<file path="src/rtl/sync_decoder_scan.sv">
// Registered SEL_W-to-NUM_OUT one-hot decoder with DIRECT (handshaked select) and SCAN (self-timed walk) modes.
// Optional macro DECODE_ERR_EN adds the err port: out-of-range selects hold the output and pulse err.
module sync_decoder_scan #(
  parameter int SEL_W   = 2,
  parameter int NUM_OUT = 4,
  parameter int DWELL   = 1
) (
  input  logic               clk,
  input  logic               rst,
  input  logic               en,
  input  logic               mode,
  input  logic               sel_valid,
  input  logic [SEL_W-1:0]   sel,
  output logic [NUM_OUT-1:0] out,
  output logic               out_valid,
  output logic [SEL_W-1:0]   scan_idx,
  output logic               wrap,
`ifdef DECODE_ERR_EN
  output logic               err,
`endif
  output logic [1:0]         state_dbg
);

  // Handshake: a select is accepted on every rising edge where the block is in
  // (or entering) DIRECT and sel_valid=1; there is no ready, the decoder never stalls.

  typedef enum logic [1:0] {
    ST_IDLE   = 2'd0,
    ST_DIRECT = 2'd1,
    ST_SCAN   = 2'd2
  } state_t;

  localparam int DW_W = (DWELL > 1) ? $clog2(DWELL) : 1;
  localparam logic [DW_W-1:0]  DWELL_LAST = DW_W'(DWELL - 1);
  localparam logic [SEL_W:0]   IDX_LAST   = (SEL_W + 1)'(NUM_OUT - 1);
  localparam logic [SEL_W:0]   IDX_LIMIT  = (SEL_W + 1)'(NUM_OUT);

  state_t             state_q, state_d;
  logic [NUM_OUT-1:0] out_q, out_d;
  logic               out_valid_q, out_valid_d;
  logic [SEL_W-1:0]   scan_idx_q, scan_idx_d;
  logic               wrap_q, wrap_d;
  logic [DW_W-1:0]    dwell_q, dwell_d;
`ifdef DECODE_ERR_EN
  logic               err_q, err_d;
`endif

  function automatic logic [NUM_OUT-1:0] onehot(input logic [SEL_W-1:0] idx);
    logic [NUM_OUT-1:0] r;
    for (int i = 0; i < NUM_OUT; i++) begin
      r[i] = ({1'b0, idx} == (SEL_W + 1)'(i));
    end
    return r;
  endfunction

  always_comb begin
    if (!en)       state_d = ST_IDLE;
    else if (mode) state_d = ST_SCAN;
    else           state_d = ST_DIRECT;

    out_d       = out_q;
    out_valid_d = out_valid_q;
    scan_idx_d  = '0;
    wrap_d      = 1'b0;
    dwell_d     = '0;
`ifdef DECODE_ERR_EN
    err_d       = 1'b0;
`endif

    case (state_d)
      ST_DIRECT: begin
        if (state_q != ST_DIRECT) begin
          out_d       = '0;
          out_valid_d = 1'b0;
        end
        // An accepted select on the entry edge overrides the entry clear.
        if (sel_valid) begin
          if ({1'b0, sel} < IDX_LIMIT) begin
            out_d       = onehot(sel);
            out_valid_d = 1'b1;
          end else begin
`ifdef DECODE_ERR_EN
            err_d       = 1'b1;
`else
            out_d       = '0;
            out_valid_d = 1'b0;
`endif
          end
        end
      end
      ST_SCAN: begin
        if (state_q != ST_SCAN) begin
          scan_idx_d = '0;
          dwell_d    = '0;
        end else if (dwell_q == DWELL_LAST) begin
          dwell_d = '0;
          if ({1'b0, scan_idx_q} == IDX_LAST) begin
            scan_idx_d = '0;
            wrap_d     = 1'b1;
          end else begin
            scan_idx_d = scan_idx_q + 1'b1;
          end
        end else begin
          dwell_d    = dwell_q + 1'b1;
          scan_idx_d = scan_idx_q;
        end
        out_d       = onehot(scan_idx_d);
        out_valid_d = 1'b1;
      end
      default: begin
        out_d       = '0;
        out_valid_d = 1'b0;
      end
    endcase
  end

  always_ff @(posedge clk) begin
    if (rst) begin
      state_q     <= ST_IDLE;
      out_q       <= '0;
      out_valid_q <= 1'b0;
      scan_idx_q  <= '0;
      wrap_q      <= 1'b0;
      dwell_q     <= '0;
`ifdef DECODE_ERR_EN
      err_q       <= 1'b0;
`endif
    end else begin
      state_q     <= state_d;
      out_q       <= out_d;
      out_valid_q <= out_valid_d;
      scan_idx_q  <= scan_idx_d;
      wrap_q      <= wrap_d;
      dwell_q     <= dwell_d;
`ifdef DECODE_ERR_EN
      err_q       <= err_d;
`endif
    end
  end

  assign out       = out_q;
  assign out_valid = out_valid_q;
  assign scan_idx  = scan_idx_q;
  assign wrap      = wrap_q;
  assign state_dbg = state_q;
`ifdef DECODE_ERR_EN
  assign err       = err_q;
`endif

endmodule
</file>
<file path="config.mk">
export PLATFORM = sky130hd
export DESIGN_NAME = sync_decoder_scan
export DESIGN_NICKNAME = d
export VERILOG_FILES = /design/src/rtl/sync_decoder_scan.sv
export SDC_FILE = /design/constraint.sdc
export NUM_CORES = 1
export LEC_CHECK = 0
export BUFFER_PORTS_ARGS = -buffer_cell sky130_fd_sc_hd__buf_4
export CAP_MARGIN = 30
export CORE_AREA = 2 2 39 41
export CTS_CLUSTER_SIZE = 30
export DETAILED_ROUTE_END_ITERATION = 10
export DIE_AREA = 0 0 41 43
export GPL_TIMING_DRIVEN = 0
export HOLD_SLACK_MARGIN = 0.08
export SETUP_SLACK_MARGIN = 0.15
export SKIP_LAST_GASP = 1
export SLEW_MARGIN = 20
export SYNTH_ARGS = -nofsm -noshare
export SYNTH_HDL_FRONTEND = slang
export SYNTH_SLANG_ARGS = --single-unit
</file>
<file path="constraint.sdc">
create_clock -name clk -period 3.9 [get_ports clk]
set_clock_uncertainty 0.1 [all_clocks]
set_input_delay 0.39 -clock clk [delete_from_list [all_inputs] [get_ports clk]]
set_output_delay 0.39 -clock clk [all_outputs]
set_load 0.05 [all_outputs]
</file>
==> metrics.md, run 1 <==
| Metric | Value |
|---|---|
| First-pass GRT wire length | `1480 um` |
| Post-Synth Adder-Cell Area | `2.65%` |
| Syn Std Cell Area | `473 um^2` |
| Post-DP Area | `613 um^2` |
| CP Capture Type | `register` |
| WP data required | `3.99 ns` |
| Hold slack | `0.231 ns` |
| Synth top area share | `46.6%` |
| Leakage | `0.269 nW` |
| Routability cong. | `0.709` |
| Number of global-route vias before repair | `351` |
| Vias | `423` |
| Routed len/inst | `10.5 um` |
| Reg area | `220 um^2` |
| Gr usage total | `12.7%` |
| Design Area, Final | `639 um^2` |
| DR pass1 iterations | `3` |
| Clk slew on worst S/H paths | `0.07 ns` |
| Initial antenna violation count | `0` |
| Iteration-0 DRC count of the detailed router | `13` |
| PortBufs | `16` |
| Synth Area in Simple Gates | `39.2%` |
| Leading area contributor after synthesis | `dfxtp_1` |
| Final cycle utilization of the critical path | `43.5%` |
| Max Fclk | `590 MHz` |
| Syn avg cell area | `9.27 um^2` |
| Fin nets | `80` |
| Synth area leaders | `dfxtp_1 47%, nand4_1 6.6%, a31oi_1 4.0%` |
| Antenna cells | `0` |
| Post-Synthesis Net Count | `59` |
| CP arrival | `1.79 ns` |
| Hold crit path type | `in2reg` |
| Post-CTS Setup Bufs | `0` |
| Critical Path Fanout Max | `5` |
| Rows | `14` |
| DR DRC count | `0` |
| Prevailing post-synth register cell | `dfxtp_1` |
| Async SR Flop Fraction | `0%` |
| Remaining Overflow, GRT | `0` |
| Setup TNS | `0 ns` |
| Setup CP Type | `reg2reg` |
| Die X | `41 um` |
| EDFF count, synth | `0` |
| Share of layout cells above drive strength 1 | `29.6%` |
| Cells after Synth | `51` |
| IO Count | `17` |
| Unique masters post-synth | `25` |
| Detailed Place HPWL | `743 um` |
| Fin. Hold Viols | `0` |
| Skew-Pair Late Insertion Delay | `0.26 ns` |
| Routed vias/inst | `4.86` |
| Post-Synth XOR/XNOR Area | `0%` |
| Hold_buf cts | `0` |
| Cells after DPL | `83` |
| Seq/Total Area, Yosys | `46.6%` |
| Worst slack at placement | `2.22 ns` |
| Fillers | `145` |
| Worst vdd ir | `0.183 mV` |
| DRT antenna net count | `0` |
| Total CTS buffers | `3` |
| Clk root buf | `clkbuf_4` |
| Pins Over Slew Limit | `0` |
| CTS tree | `yes` |
| Largest family of logic cells by synthesized area | `simple AND/OR/NAND/NOR gates` |
| Area growth from synthesis to layout | `35.2%` |
| CTS resizes | `0` |
| Final WS setup | `2.21 ns` |
| Synthesis Warnings | `0` |
| Max Cap Viol | `0` |
| Core outline area | `0.00138 mm^2` |
| Footprint of the multi-input gates | `249 um^2` |
| Drt total wl | `913 um` |
| Crit path launch type | `register` |
| Number of synthesized register bits | `11` |
| Final Util | `46.2%` |
| Period minus WS final | `1.69 ns` |
| PD cells | `347 mW/mm^2` |
| RSZ-0062 raised after global routing | `no` |
| Starting Density | `34.2%` |
| # setup viols final | `0` |
| Worst reg2reg setup slack | `2.21 ns` |
| Status | `complete, no violations` |
| Number of H-tree levels | `1` |
| Layout Cells excl Fill | `87` |
| Compound-Gate Fraction of Synth Area | `7.94%` |
| Chip Height | `43 um` |
| Pin count of the biggest net entering global routing | `8` |
| Mux cell area share after synthesis | `2.12%` |
| Tot Pwr | `222 uW` |
| Die area | `0.00176 mm^2` |
| Clk buf depth | `2` |
| Clock sinks | `11` |
cell type report:
class / instances / area share (%)
Multi-Input combinational cell: 39 / 38.9
Clock buffer: 4 / 4.11
Timing Repair Buffer: 16 / 18.8
Tap cell: 16 / 3.13
Inverter: 1 / 0.587
Sequential cell: 11 / 34.4
per-layer routing:
metal,vias to the layer above,GRT usage (%),wire [um]
met1,185,16.2,448
met5,-,0,0
met4,0,6.00,0
met2,10,17.2,406
li1,228,-,-
met3,0,6.28,57
cell usage in the layout (no fill, tap or decap), types with 2 or more instances in the layout:
cell and n:
dfxtp_1 11, clkbuf_4 3, nand2_1 3, nor3_1 2
nor2_1 5, nor2b_1 3, buf_4 16, a21oi_1 2
nand4_1 5, a31oi_1 3
where the power goes:
part	internal (mW)	switching, mW
registers	0.115	0.00272
clock network	0.0395	0.0354
logic	0.0113	0.0175
total	0.166	0.0556
synthesized netlist by cell type (2+ instances only):
library cell,instances
nor2b_1,3
nor3_1,2
a31oi_1,3
nor2_1,5
nand2_1,3
nand4_1,5
a21oi_1,2
dfxtp_1,11
cell families (layout without fill, tap and decap cells):
group,after synthesis,count (layout)
buffers and inverters,1,21
DFF,11,11
muxes,1,1
adders and majority gates,1,1
and+or+nand+nor,30,30
other,1,1
AOI/OAI and AO/OA,6,6
final timing paths:
kind	startpoint	endpoint	cells after the start
setup / recovery	scan_idx[0]$_SDFF_PP0_	out[1]$_SDFFE_PP0P_	5
hold / removal	rst	out[2]$_SDFFE_PP0P_	2
setup reg to reg	scan_idx[0]$_SDFF_PP0_	out[1]$_SDFFE_PP0P_	5
hold reg to reg	out[2]$_SDFFE_PP0P_	out[2]$_SDFFE_PP0P_	2
worst max-delay path: stages (launching register included):
cell and delay, ns:
dfxtp_1 0.34, ha_1 0.21, nor3_1 0.18, a21oi_1 0.11
or4b_1 0.52, a31oi_1 0.17
flip-flops by register name, summed over array words and instances, names as in the netlist:
| signal | flops |
|---|---|
| out_valid | 1 |
| out | 4 |
| wrap | 1 |
| state_dbg | 2 |
| scan_idx | 2 |
| dwell_q | 1 |
Note: power is estimated with default switching activity, not from simulation.
==> run 2, diff against run 1 <==
- clock period: 3.9 -> 1.53 ns (I/O delays scaled with it)
==> metrics.md, run 2 (synthesis results as in run 1) <==
| Metric | Value |
|---|---|
| Status | `finished, violations left` |
| Failing checks | `negative setup slack` |
| Fin nets | `86 (+7.5%)` |
| Setup TNS | `-0.00172 ns (-0.00172 ns)` |
| PD cells | `787 mW/mm^2 (+130%)` |
| Crit path max-delay cell type | `or4b_1` |
| Clk buf depth | `2 (unchanged)` |
| Rows | `14 (unchanged)` |
| Cells after DPL | `83 (unchanged)` |
| Gr usage total | `14.2% (+1.5 points)` |
| CP Cell Sequence | `buf_4 -> nor3_2 -> a21oi_2 -> or4b_1 -> a31oi_1` |
| RSZ-0062 raised after global routing | `yes` |
| Drt total wl | `1060 um (+16%)` |
| CP bufs+invs | `1 (+1)` |
| Max incr delay on CP | `0.49 ns (-0.03 ns)` |
| Initial antenna violation count | `0 (unchanged)` |
| Number of global-route vias before repair | `419 (+19%)` |
| CP arrival | `1.63 ns (-0.16 ns)` |
| Die area | `0.00176 mm^2 (unchanged)` |
| Crit path depth | `5 (unchanged)` |
| Final cycle utilization of the critical path | `100% (+57 points)` |
| R2r worst-path depth | `5 (unchanged)` |
| Share of layout cells above drive strength 1 | `42.9% (+13 points)` |
| Max Fclk | `653 MHz (+11%)` |
| Fin. Hold Viols | `0 (unchanged)` |
| Area growth from synthesis to layout | `55.0%` |
| Clk root buf | `clkbuf_4` |
| Critical Path Fanout Max | `5 (unchanged)` |
| Pins Over Slew Limit | `0 (unchanged)` |
| CP Capture Type | `register` |
| Number of flip-flops under the largest register name | `4 (unchanged)` |
| Setup CP Type | `reg2reg` |
| Crit path launch type | `register` |
| IO Count | `17 (unchanged)` |
| DRT antenna net count | `0 (unchanged)` |
| Pin count of the biggest net entering global routing | `8 (unchanged)` |
| PortBufs | `16 (unchanged)` |
| # setup viols final | `1 (+1)` |
| Antenna cells | `0 (unchanged)` |
| Layout Cells excl Fill | `93 (+6.9%)` |
| Number of H-tree levels | `1 (unchanged)` |
| DR DRC count | `0 (unchanged)` |
| Iteration-0 DRC count of the detailed router | `11 (-2)` |
| Routed len/inst | `11.4 um (+8.5%)` |
| CTS tree | `yes` |
| Cell family with most CP delay | `simple AND/OR/NAND/NOR gates` |
| Final WS setup | `-0.00172 ns (-2.21 ns)` |
| Chip Height | `43 um (unchanged)` |
| Max Cap Viol | `0 (unchanged)` |
| DR pass1 iterations | `4 (+1)` |
| Clk slew on worst S/H paths | `0.07 ns (about the same)` |
| Fillers | `131 (-9.7%)` |
| Most common cell after layout, fill and taps aside | `buf_4` |
| Hold crit path type | `in2reg` |
| First-pass GRT wire length | `1750 um (+18%)` |
| Clock sinks | `11 (unchanged)` |
| Routability cong. | `0.756 (+6.7%)` |
| Most frequent cells in the layout | `20 x buf_4, 7 x dfxtp_1, 5 x nor2_1, 5 x nand4_1` |
| Period minus WS final | `1.53 ns (-0.163 ns)` |
| Leakage | `0.296 nW (+10%)` |
| Vias | `465 (+9.9%)` |
| Remaining Overflow, GRT | `0 (unchanged)` |
| Worst vdd ir | `0.410 mV (+120%)` |
| Die X | `41 um (unchanged)` |
| Skew-Pair Late Insertion Delay | `0.26 ns (about the same)` |
| Routed vias/inst | `5.00 (+2.8%)` |
| Total CTS buffers | `3 (unchanged)` |
| WP data required | `1.62 ns (-2.37 ns)` |
| Core outline area | `0.00138 mm^2 (unchanged)` |
| WHS Path Cells | `3 (+1)` |
| Starting Density | `34.2% (unchanged)` |
| Tot Pwr | `577 uW (+160%)` |
[run 2: stage by stage]
| step | area (um^2) | worst slack (ns) | util [%] | hold slack, ns |
|---|---|---|---|---|
| final | 733 | -0.00172 | 53.0 | 0.0852 |
| after global routing | 733 | -0.0400 | 53.0 | 0.0980 |
| after CTS | 709 | -0.00564 | 51.3 | 0.0807 |
| after detailed placement | 644 | -0.0226 | 46.6 | 0.269 |
| after global placement | 644 | -0.0220 | 46.6 | 0.267 |
| after floorplan | 504 | -0.0240 | - | 0.117 |
[run 2: cell type report]
cell class                 count  area [um^2]  share of cell area (%)
tap                           16         20.0                    2.73
sequential                    11          230                    31.4
timing repair buffer          22          170                    23.2
multi-input combinational     39          283                    38.6
inverter                       1         3.75                   0.512
clock buffer                   4         26.3                    3.58
[run 2: worst paths after layout]
path	start	to	slack [ns]
max reg2reg	scan_idx[0]$_SDFF_PP0_	out[1]$_SDFFE_PP0P_	-0.002
min	sel[1]	out[3]$_SDFFE_PP0P_	0.09
max	scan_idx[0]$_SDFF_PP0_	out[1]$_SDFFE_PP0P_	-0.002
min reg2reg	out[2]$_SDFFE_PP0P_	out[2]$_SDFFE_PP0P_	0.39
[run 2: timing repair]
item | 4_1_cts | 5_1_grt
buffers inserted | 2 | 2
endpoints found under the hold margin | 4 | 0
hold buffers | 2 | 0
endpoints found under the setup margin | 2 | 3
pin swaps | 2 | 0
gates resized for setup | 2 | 2
[run 2: per-layer routing]
| layer | vias to the layer above | track usage (%) | routed length, um |
|---|---|---|---|
| met5 | - | 0 | 0 |
| met4 | 0 | 6.00 | 0 |
| met3 | 0 | 4.71 | 65 |
| met2 | 11 | 20.0 | 486 |
| met1 | 213 | 19.2 | 507 |
| li1 | 241 | - | - |
[run 2: where the power goes]
part / internal (mW) / leakage [nW] / switching (mW) / total, mW
clock network: 0.101 / 0.0150 / 0.0935 / 0.194
registers: 0.291 / 0.0922 / 0.00869 / 0.299
logic: 0.0363 / 0.189 / 0.0475 / 0.0838
[run 2: tightest hold or removal path: stages]
cell     delay, ns
buf_4         0.12
nand4_1       0.06
a31oi_1       0.07
